==> src/rtl/div_seq.sv <==
// div_seq: sequential restoring divider, one quotient bit per clock; DIV_SEQ_ZERO_DETECT_EN enables the divide-by-zero fast path
module div_seq #(
    parameter int N = 4
) (
    input  logic           clk,
    input  logic           rst_n,
    input  logic           start,
    input  logic [2*N-1:0] dividend,
    input  logic [N-1:0]   divisor,
    output logic           busy,
    output logic           done,
    output logic [2*N-1:0] quotient,
    output logic [N-1:0]   remainder,
    output logic           div_by_zero
);
    localparam logic [1:0] IDLE = 2'd0;
    localparam logic [1:0] RUN  = 2'd1;
    localparam logic [1:0] DONE = 2'd2;
    localparam int CW = $clog2(2*N);
    localparam logic [CW-1:0] LAST = CW'(2*N-1);
    logic [1:0]     state;
    logic [2*N-1:0] w;
    logic [N-1:0]   r, dsr, d;
    logic [N:0]     t;
    logic [CW-1:0]  cnt;
    logic           qb;
    assign busy = state == RUN;
    assign done = state == DONE;
    // w shifts dividend bits out of the MSB while quotient bits enter the LSB
    always_comb begin
        t  = {r, w[2*N-1]};
        qb = t >= {1'b0, dsr};
        d  = qb ? t[N-1:0] - dsr : t[N-1:0];
    end
    always_ff @(posedge clk) begin
        if (!rst_n) begin
            state       <= IDLE;
            w           <= '0;
            r           <= '0;
            dsr         <= '0;
            cnt         <= '0;
            quotient    <= '0;
            remainder   <= '0;
            div_by_zero <= 1'b0;
        end else if (state == RUN) begin
            w   <= {w[2*N-2:0], qb};
            r   <= d;
            cnt <= cnt + 1'b1;
            if (cnt == LAST) begin
                state       <= DONE;
                quotient    <= {w[2*N-2:0], qb};
                remainder   <= d;
                div_by_zero <= 1'b0;
            end
        end else if (start) begin
            w     <= dividend;
            dsr   <= divisor;
            r     <= '0;
            cnt   <= '0;
            state <= RUN;
`ifdef DIV_SEQ_ZERO_DETECT_EN
            if (divisor == '0) begin
                state       <= DONE;
                quotient    <= '1;
                remainder   <= dividend[N-1:0];
                div_by_zero <= 1'b1;
            end
`endif
        end else begin
            state <= IDLE;
        end
    end
endmodule
==> config.mk <==
export PLATFORM = sky130hd
export DESIGN_NAME = div_seq
export DESIGN_NICKNAME = d
export VERILOG_FILES = /design/src/rtl/div_seq.sv
export SDC_FILE = /design/constraint.sdc
export NUM_CORES = 1
export LEC_CHECK = 0
export CORE_ASPECT_RATIO = 1.1
export CORE_MARGIN = 2
export CORE_UTILIZATION = 30
export DETAILED_ROUTE_END_ITERATION = 10
export GPL_TIMING_DRIVEN = 0
export SYNTH_ARGS = -nofsm -noshare
export SYNTH_HDL_FRONTEND = slang
export SYNTH_SLANG_ARGS = --single-unit
export TNS_END_PERCENT = 10
==> constraint.sdc <==
create_clock -name clk -period 2.81 [get_ports clk]
set_input_delay 0.562 -clock clk [delete_from_list [all_inputs] [get_ports clk]]
set_output_delay 0.562 -clock clk [all_outputs]
set_load 0.02 [all_outputs]
# ---- Word-level counts from Yosys, hierarchy flattened
# Cells that the tools add are included.
dict set report totals {
  ram_bits 0
  memories 0
  rom_bits 0
  latchBits 0
  inputBits 15
  ff_bits 33
}
dict set report op_classes {
  n_addsub 2
  eq_ne 4
  reduce_logical 3
  multipliers 0
  bitwise 1
  mux 10
  order_cmp 1
  div_mod_pow 0
  shifts 0
}
# cell count
set op_table {}
lappend op_table {{$mux W8} 2}
lappend op_table {{$mux W4} 3}
lappend op_table {{$mux W3} 2}
lappend op_table {{$ge A5 B4 Y1} 1}
lappend op_table {{$mux W2} 2}
lappend op_table {{$reduce_and A2 Y1} 2}
lappend op_table {{$sub A4 B4 Y4} 1}
lappend op_table {{$add A3 B1 Y3 const B} 1}
lappend op_table {{$eq A3 B3 Y1 const B} 1}
lappend op_table {{$eq A2 B1 Y1 const B} 1}
lappend op_table {{$eq A2 B2 Y1 const B} 1}
lappend op_table {{$ne A2 B1 Y1 const B} 1}
lappend op_table {{$reduce_bool A2 Y1} 1}
lappend op_table {{$mux W1} 1}
lappend op_table {{$not A1 Y1} 1}

# ---- Logic depth before layout (Yosys ltp)
# Gate-level depths: netlist of run 1.
dict set report depth {
  depth_word 3
  ltp_mapped 8
}

# ---- Least setup slack after synthesis of run 1
# OpenSTA, ideal clock, no wires.
dict set report synth_timing {
  path_type {register to register}
  start {register r[0]}
  end {register r[0]}
  path_stages_with_launch 6
  slack_ns 1.057
  n_path_buf 0
  synth_period_minus_slack_ns 1.753
  arrival_ns 1.636
  required_time_ns 2.693
  setup_ns 0.117
  cell_sequence {dfxtp_1 > ha_1 > nor2b_4 > o31a_4 > or3_1 > a32o_1}
}
dict set report synth_via {
  elab_chain_len 3
}
# element line_no
set synth_rtl {}
lappend synth_rtl {{from (decl)} 23} ;# logic [N-1:0] r, dsr, d;
lappend synth_rtl {{from (signal assigned)} 39} ;# r <= '0;
lappend synth_rtl {{from (signal assigned)} 47} ;# r <= d;
lappend synth_rtl {{from (signal assigned)} 58} ;# r <= '0;
lappend synth_rtl {{$ge A5 B4 Y1} 32} ;# qb = t >= {1'b0, dsr};
lappend synth_rtl {{$mux W4} 33} ;# d = qb ? t[N-1:0] - dsr : t[N-1:0];
lappend synth_rtl {{$mux W4} 45} ;# end else if (state == RUN) begin
# Every way passes these cells.
# A chain may end at the register's enable or synchronous reset.

# ---- Worst setup path after layout of run 1
dict set report layout_timing {
  start {register state[1]}
  end {output busy}
}
dict set report layout_via {
  elab_chain_len 1
}
# element line_no
set layout_rtl {}
lappend layout_rtl {{from (decl)} 21} ;# logic [1:0] state;
lappend layout_rtl {{from (signal assigned)} 37} ;# state <= IDLE;
lappend layout_rtl {{from (signal assigned)} 50} ;# state <= DONE;
lappend layout_rtl {{from (signal assigned)} 60} ;# state <= RUN;
lappend layout_rtl {{$eq A2 B1 Y1} 27} ;# assign busy = state == RUN;
lappend layout_rtl {{to (decl)} 10} ;# output logic busy,
# Every way passes these cells.

==> metrics.md, run 1 <==
| Metric | Value |
|---|---|
| Status | finished clean |
| Max-cap viol count | 0 |
| Final setup violation count | 0 |
| RR Endpoint | r[0] |
| Post-Syn Instances | 155 |
| WL/cell | about 14 µm |
| Overall die width | slightly above 70 µm |
| H-tree Lvls | 2 |
| Vias/cell | approximately 5 |
| Placement row count | 26 |
| TritonRoute pass-1 iters | 4 |
| Area taken by flip-flops and latches | about 660 µm² |
| Ys Warns | 0 |
| Finished Core Util | 0.415 |
| Root Buffer | clkbuf_8 |
| Clock Tree Buf Depth | 2 |
| Fraction of layout cells with a size suffix above 1 | 0.100 |
| Worst Path Max Fanout | 9 |
| DR vias | roughly 1.2k |
| Worst path required time | roughly 2.3 ns |
| Distinct cells, synth | 39 |
| Initial antenna violation count | 0 |
| Max-slew violation count | 0 |
| Most frequent cells in the layout | 33 x dfxtp_1, 27 x clkdlybuf4s50_1, 21 x nand2_1 |
| Synth area leaders | dfxtp_1 44%, nand2_1 5.3%, ha_1 5.0% |
| RR Startpoint | r[0] |
| Hold_buf cts | 0 |
| Worst Reg2Reg Path Length in Cells | 5 |
| Hold Crit Class | reg -> reg |
| Pint | slightly below 0.9 mW |
| Pwr Density | 616 mW/mm² |
| Flop2flop setup slack | slightly above 0.9 ns |
| Final net count | ~210 |
| Die area | between 0.005 and 0.006 mm² |
| CTS tree | yes |
| Dominant synthesized flop cell | dfxtp_1 |
| First-pass GRT wire length | roughly 5.6 mm |
| Hold EP | remainder[3] |
| Die H | slightly below 80 µm |
| Pin count of the biggest net entering global routing | 12 |
| Boundary pin count | 30 |
| Area of the multi-input gates | 756 µm² |
| CTS resizes | 0 |
| Logic pwr share | 0.184 |
| Sequential fraction of the synthesis area | 0.441 |
| Starting Density | 0.318 |
| Routed Antenna Nets | 0 |
| Ant diodes | 0 |
| Kind of end point of the critical path | output port |
| DP HPWL | between 2 and 2.5 mm |
| Post-CTS setup buffers | 0 |
| Clock Skew | around 0.0042 ns |
| # port buffers | 27 |
| Psw | approximately 0.33 mW |
| Worst hold slack | 0.462 ns |
| Fmax | 452 MHz |
| Crit path kind | reg -> out |
| GRT overflow | 0 |
| Clock transition at path regs | approximately 0.070 ns |
| Clock share of power | 0.394 |
| Final worst path period share | 0.788 |
| Synth Area per Inst | between 9 and 10 µm² |
| Area growth syn-to-layout | 30.7% |
| Peak supply drop | 0.348 mV |
| Clk sinks | 33 |
| Sequential share of power | 0.422 |
| RSZ-0062 raised after global routing | no |
| Design Power | ~1.2 mW |
| Vias in the first global route | about 1.2k |
| Min Tclk post-route | approximately 2.2 ns |
| Remaining DRCs | 0 |
| Core area | ~0.0047 mm² |
| Fillers | between 400 and 500 |
| Hold_sp | remainder[3] |
| GR Util All Layers | 0.130 |
| Gpl congestion | roughly 0.76 |
| Iter 0 DRT Violations | 50 |
| Final setup TNS | 0 ns |
| Routed WL | 3.39 mm |
| Clock latency on the worst-skew pair | 0.29 ns |
| Cell taking the most area after synthesis | dfxtp_1 |
| Total CTS buffers | 5 |
| Top cell type's share of synthesized area | 0.441 |
| Post-synthesis async set-or-reset flop share | 0 |
| Most common cell after layout, fill and taps aside | dfxtp_1 |
| Net Sw Frac | 0.271 |
| Hold Path Cell Cnt | 2 |
| Synth Register Bits | 33 |
| Syn Nets | ~180 |
| Final Hold Fails | 0 |
| Leak | between 0.8 and 0.9 nW |
| Post-synth EDFFs | 0 |
| Netlist Area Pre-Place | 0.00150 mm² |
| CP arrival | around 1.7 ns |
| Startpoint Class | register |
-- through the flow --
stage	cell area, µm²	instances	worst slack [ns]
after floorplan	1500	155	1.06
after global placement	1840	238	0.577
after detailed placement	1840	238	0.613
after CTS	1960	246	0.579
after global routing	1960	246	0.509
final	1960	246	0.597
-- how the worst max path moves through the flow --
stage | startpoint | end | slack (ns) | cells after the start
after global routing | state[1] | busy | 0.51 | 4
after detailed placement | rst_n | w[0] | 0.61 | 4
after floorplan | r[0] | r[0] | 1.06 | 5
after global placement | rst_n | w[0] | 0.58 | 4
after CTS | state[1] | busy | 0.58 | 4
final | state[1] | busy | 0.60 | 4
-- worst max-delay path, stage by stage (launching register included) --
cell	delay (ns)
dfxtp_1	0.30
nand2b_1	0.14
buf_4	0.17
inv_2	0.12
clkdlybuf4s50_1	0.62
-- routing by layer --
layer / share of wire / up-vias / GRT usage
met4: 0.018 / 0 / 0.0566
met2: 0.45 / 28 / 0.196
met5: 0 / - / 0
met3: 0.045 / 4 / 0.0385
li1: - / 619 / -
met1: 0.49 / 574 / 0.172
-- cell usage after synthesis (2+ instances only) --
| library cell | instances |
|---|---|
| ha_1 | 6 |
| a32o_1 | 2 |
| dfxtp_1 | 33 |
| nand2_1 | 21 |
| a21boi_0 | 6 |
| inv_1 | 7 |
| buf_2 | 3 |
| buf_4 | 3 |
| o211ai_1 | 3 |
| o21ai_0 | 3 |
| nand3_1 | 7 |
| o21a_1 | 2 |
| a22o_1 | 8 |
| nor2b_1 | 4 |
| mux2i_1 | 7 |
| clkbuf_1 | 4 |
| o31ai_1 | 4 |
| o211a_1 | 7 |
| nor2_1 | 4 |
| nand3b_1 | 2 |
-- power by group through the flow --
stage               registers (mW)  clock network (mW)  logic (mW)
finish                       0.509               0.475       0.222
CTS                          0.509               0.487       0.221
global placement             0.519                   0       0.217
detailed placement           0.520                   0       0.220
global route                 0.512               0.505       0.246
floorplan                    0.514                   0       0.159
-- logic make-up after synthesis --
| group | share of synthesized area |
|---|---|
| compound gates | 0.230 |
| xor+xnor | 0.00584 |
| fa+ha+maj | 0.0634 |
| buf+inv | 0.0551 |
| flops | 0.441 |
| other cells | 0.00250 |
| simple gates | 0.156 |
| mux | 0.0467 |
-- sequential cells by signal (all words and copies together), names as in the netlist --
register   count
quotient       8
state          2
remainder      4
cnt            3
w              8
dsr            4
r              4
-- final cells by class --
type	instances	area share
multi-input cells	104	0.386
flip-flops and latches	33	0.337
repair buffers	27	0.138
clock buffers	6	0.0421
well taps	56	0.0358
plain buffers	10	0.0268
clock inverters	2	0.0192
inverters	8	0.0153
Note: power is estimated with default switching activity, not from simulation.
==> run 2: changes to the inputs <==
==> constraint.sdc (replaced) <==
create_clock -name clk -period 2.1 [get_ports clk]
set_input_delay 0.42 -clock clk [delete_from_list [all_inputs] [get_ports clk]]
set_output_delay 0.42 -clock clk [all_outputs]
set_load 0.02 [all_outputs]
==> run 2 against run 1 <==
Flip-flop and latch count did not move. Clock-buffer cell count unchanged. Total power is 34% higher. Combinational power is 34% higher. First-iteration DRC count decreased by 2.0%. Utilization increased by 0.053 points. Clock power increased by 34%. Sequential power increased by 34%. Routed wire length increased by 0.15%. Via count grew 0.73%. Die area did not move. Worst setup slack lost 0.39 ns. Largest cell class unchanged. Largest power group unchanged. Highest routed layer unchanged.
==> metrics.md, run 2 (synthesized netlist as in run 1, its figures left out) <==
| Metric | Value |
|---|---|
| Status | finished clean |
| Area taken by flip-flops and latches | 661 µm² (unchanged) |
| Clock transition at path regs | 0.07 ns (about the same) |
| Die area | 0.00558 mm² (unchanged) |
| RR Endpoint | r[0] |
| Min Tclk post-route | approximately 1.9 ns |
| Vias in the first global route | 1177 (unchanged) |
| Design Power | 1.61 mW (+34%) |
| Iter 0 DRT Violations | 49 (-2.0%) |
| Worst path required time | 2.28 ns (+0.03 ns) |
| GR Util All Layers | 0.130 (unchanged) |
| Final net count | 211 (unchanged) |
| WL/cell | 13.8 µm (+0.15%) |
| DR vias | 1234 (+0.73%) |
| Pin count of the biggest net entering global routing | 12 (unchanged) |
| Total CTS buffers | 5 (unchanged) |
| Most frequent cells in the layout | 33 x dfxtp_1, 26 x clkdlybuf4s50_1, 21 x nand2_1 |
| RR Startpoint | r[0] |
| CP arrival | 2.08 ns (+0.43 ns) |
| Final Hold Fails | 0 (unchanged) |
| Placed cells | 238 (unchanged) |
| Peak supply drop | 0.465 mV (+34%) |
| Hold_sp | remainder[3] |
| Boundary pin count | 30 (unchanged) |
| Ant diodes | 0 (unchanged) |
| Kind of end point of the critical path | register |
| Finished Core Util | 0.416 (+0.000530) |
| Area of the multi-input gates | 756 µm² (unchanged) |
| H-tree Lvls | 2 (unchanged) |
| Pwr Density | 822 mW/mm² (+34%) |
| Worst hold slack | 0.462 ns (+0.00000300 ns) |
| Core area | 0.00472 mm² (unchanged) |
| Gpl congestion | 0.763 (unchanged) |
| Routed Antenna Nets | 0 (unchanged) |
| Final setup TNS | 0 ns (unchanged) |
| GRT overflow | 0 (unchanged) |
| Fraction of layout cells with a size suffix above 1 | 0.100 (unchanged) |
| Final worst path period share | 0.903 |
| Max-cap viol count | 0 (unchanged) |
| CTS tree | yes |
| GR Util met2 | 0.196 (unchanged) |
| Fillers | 479 (unchanged) |
| Starting Density | 0.318 (unchanged) |
| RSZ-0062 raised after global routing | no |
| Die H | 78.1 µm (unchanged) |
| Remaining DRCs | 0 (unchanged) |
| Biggest registers after layout | quotient x8, w x8 |
| Final setup margin | 0.204 ns (-0.393 ns) |
| Hold Path Cell Cnt | 2 (unchanged) |
| Worst slack at placement | 0.0454 ns (-0.568 ns) |
| Max-slew violation count | 0 (unchanged) |
| First-pass GRT wire length | 5.60 mm (unchanged) |
| Crit path kind | reg -> reg |
| Final setup violation count | 0 (unchanged) |
| Overall die width | 71.4 µm (unchanged) |
| Top Usage Layer GRT | met2 |
| Design area | 0.00196 mm² (+0.13%) |
| Area after DPL | 0.00184 mm² (unchanged) |
| Fmax | around 530 MHz |
| Worst Path Max Fanout | 9 (unchanged) |
| M3 GR Usage | 0.0385 (unchanged) |
| Most common cell after layout, fill and taps aside | dfxtp_1 |
| Flop2flop setup slack | 0.20 ns (-0.71 ns) |
| Hold Crit Class | reg -> reg |
| Met1 Use GR | 0.172 (unchanged) |
| DP HPWL | 2.44 mm (unchanged) |
| Startpoint Class | register |
| Leak | 0.855 nW (+1.5%) |
| Routed WL | 3.40 mm (+0.15%) |
| Vias/cell | 5.02 (+0.73%) |
| Clock Skew | 0.00418 ns (-0.0000596 ns) |
| Hold EP | remainder[3] |
| Initial antenna violation count | 0 (unchanged) |
| Clock latency on the worst-skew pair | 0.29 ns (about the same) |
| # port buffers | 27 (unchanged) |
| Area growth syn-to-layout | 30.9% |
| Worst Reg2Reg Path Length in Cells | 5 (unchanged) |
| Fin cells | 246 (unchanged) |
| Clk sinks | 33 (unchanged) |
| Placement row count | 26 (unchanged) |
| TritonRoute pass-1 iters | 4 (unchanged) |
| Clock Tree Buf Depth | 2 (unchanged) |
| Root Buffer | clkbuf_8 |
run 2: cell types whose count changed in the layout (fill, tap and decap cells not counted), sizes merged:
cell / before / now
dlymetal6s2s: 0 / 1
clkdlybuf4s50: 27 / 26
run 2: repair_timing:
item	in CTS	in global routing
setup buffers	0	0
setup endpoints to repair	0	1
hold buffers	0	0
resized for setup	0	1
run 2: layer usage:
metal / wire length, µm / vias up / share of wire
li1: - / 619 / -
met1: 1670 / 583 / 0.49
met2: 1520 / 28 / 0.45
met3: 149 / 4 / 0.044
met4: 61 / 0 / 0.018
met5: 0 / - / 0
run 2: worst max path at each step:
| stage | endpoint | slack [ns] | start |
|---|---|---|---|
| finish | r[0] | 0.20 | r[0] |
| global route | r[0] | 0.12 | r[0] |
| CTS | busy | 0.01 | state[1] |
| detailed placement | w[0] | 0.05 | rst_n |
| global placement | w[0] | 0.009 | rst_n |
| floorplan | r[0] | 0.35 | r[0] |
run 2: report_power, final:
part	switching [mW]	internal (mW)
clock	0.250	0.386
sequential	0.0243	0.657
combinational	0.163	0.133
run 2: layout make-up:
cell class,count,share of cell area
multi-input combinational,104,0.385
sequential,33,0.337
timing repair buffer,27,0.139
clock buffer,6,0.0421
tap,56,0.0357
buffer,10,0.0268
clock inverter,2,0.0191
inverter,8,0.0153
run 2: critical path, stage by stage (launching register included):
cell and delay [ns]:
dfxtp_1 0.44, ha_1 0.28, nor2b_4 0.14, o31a_4 0.33, or3_1 0.35, a32o_1 0.26
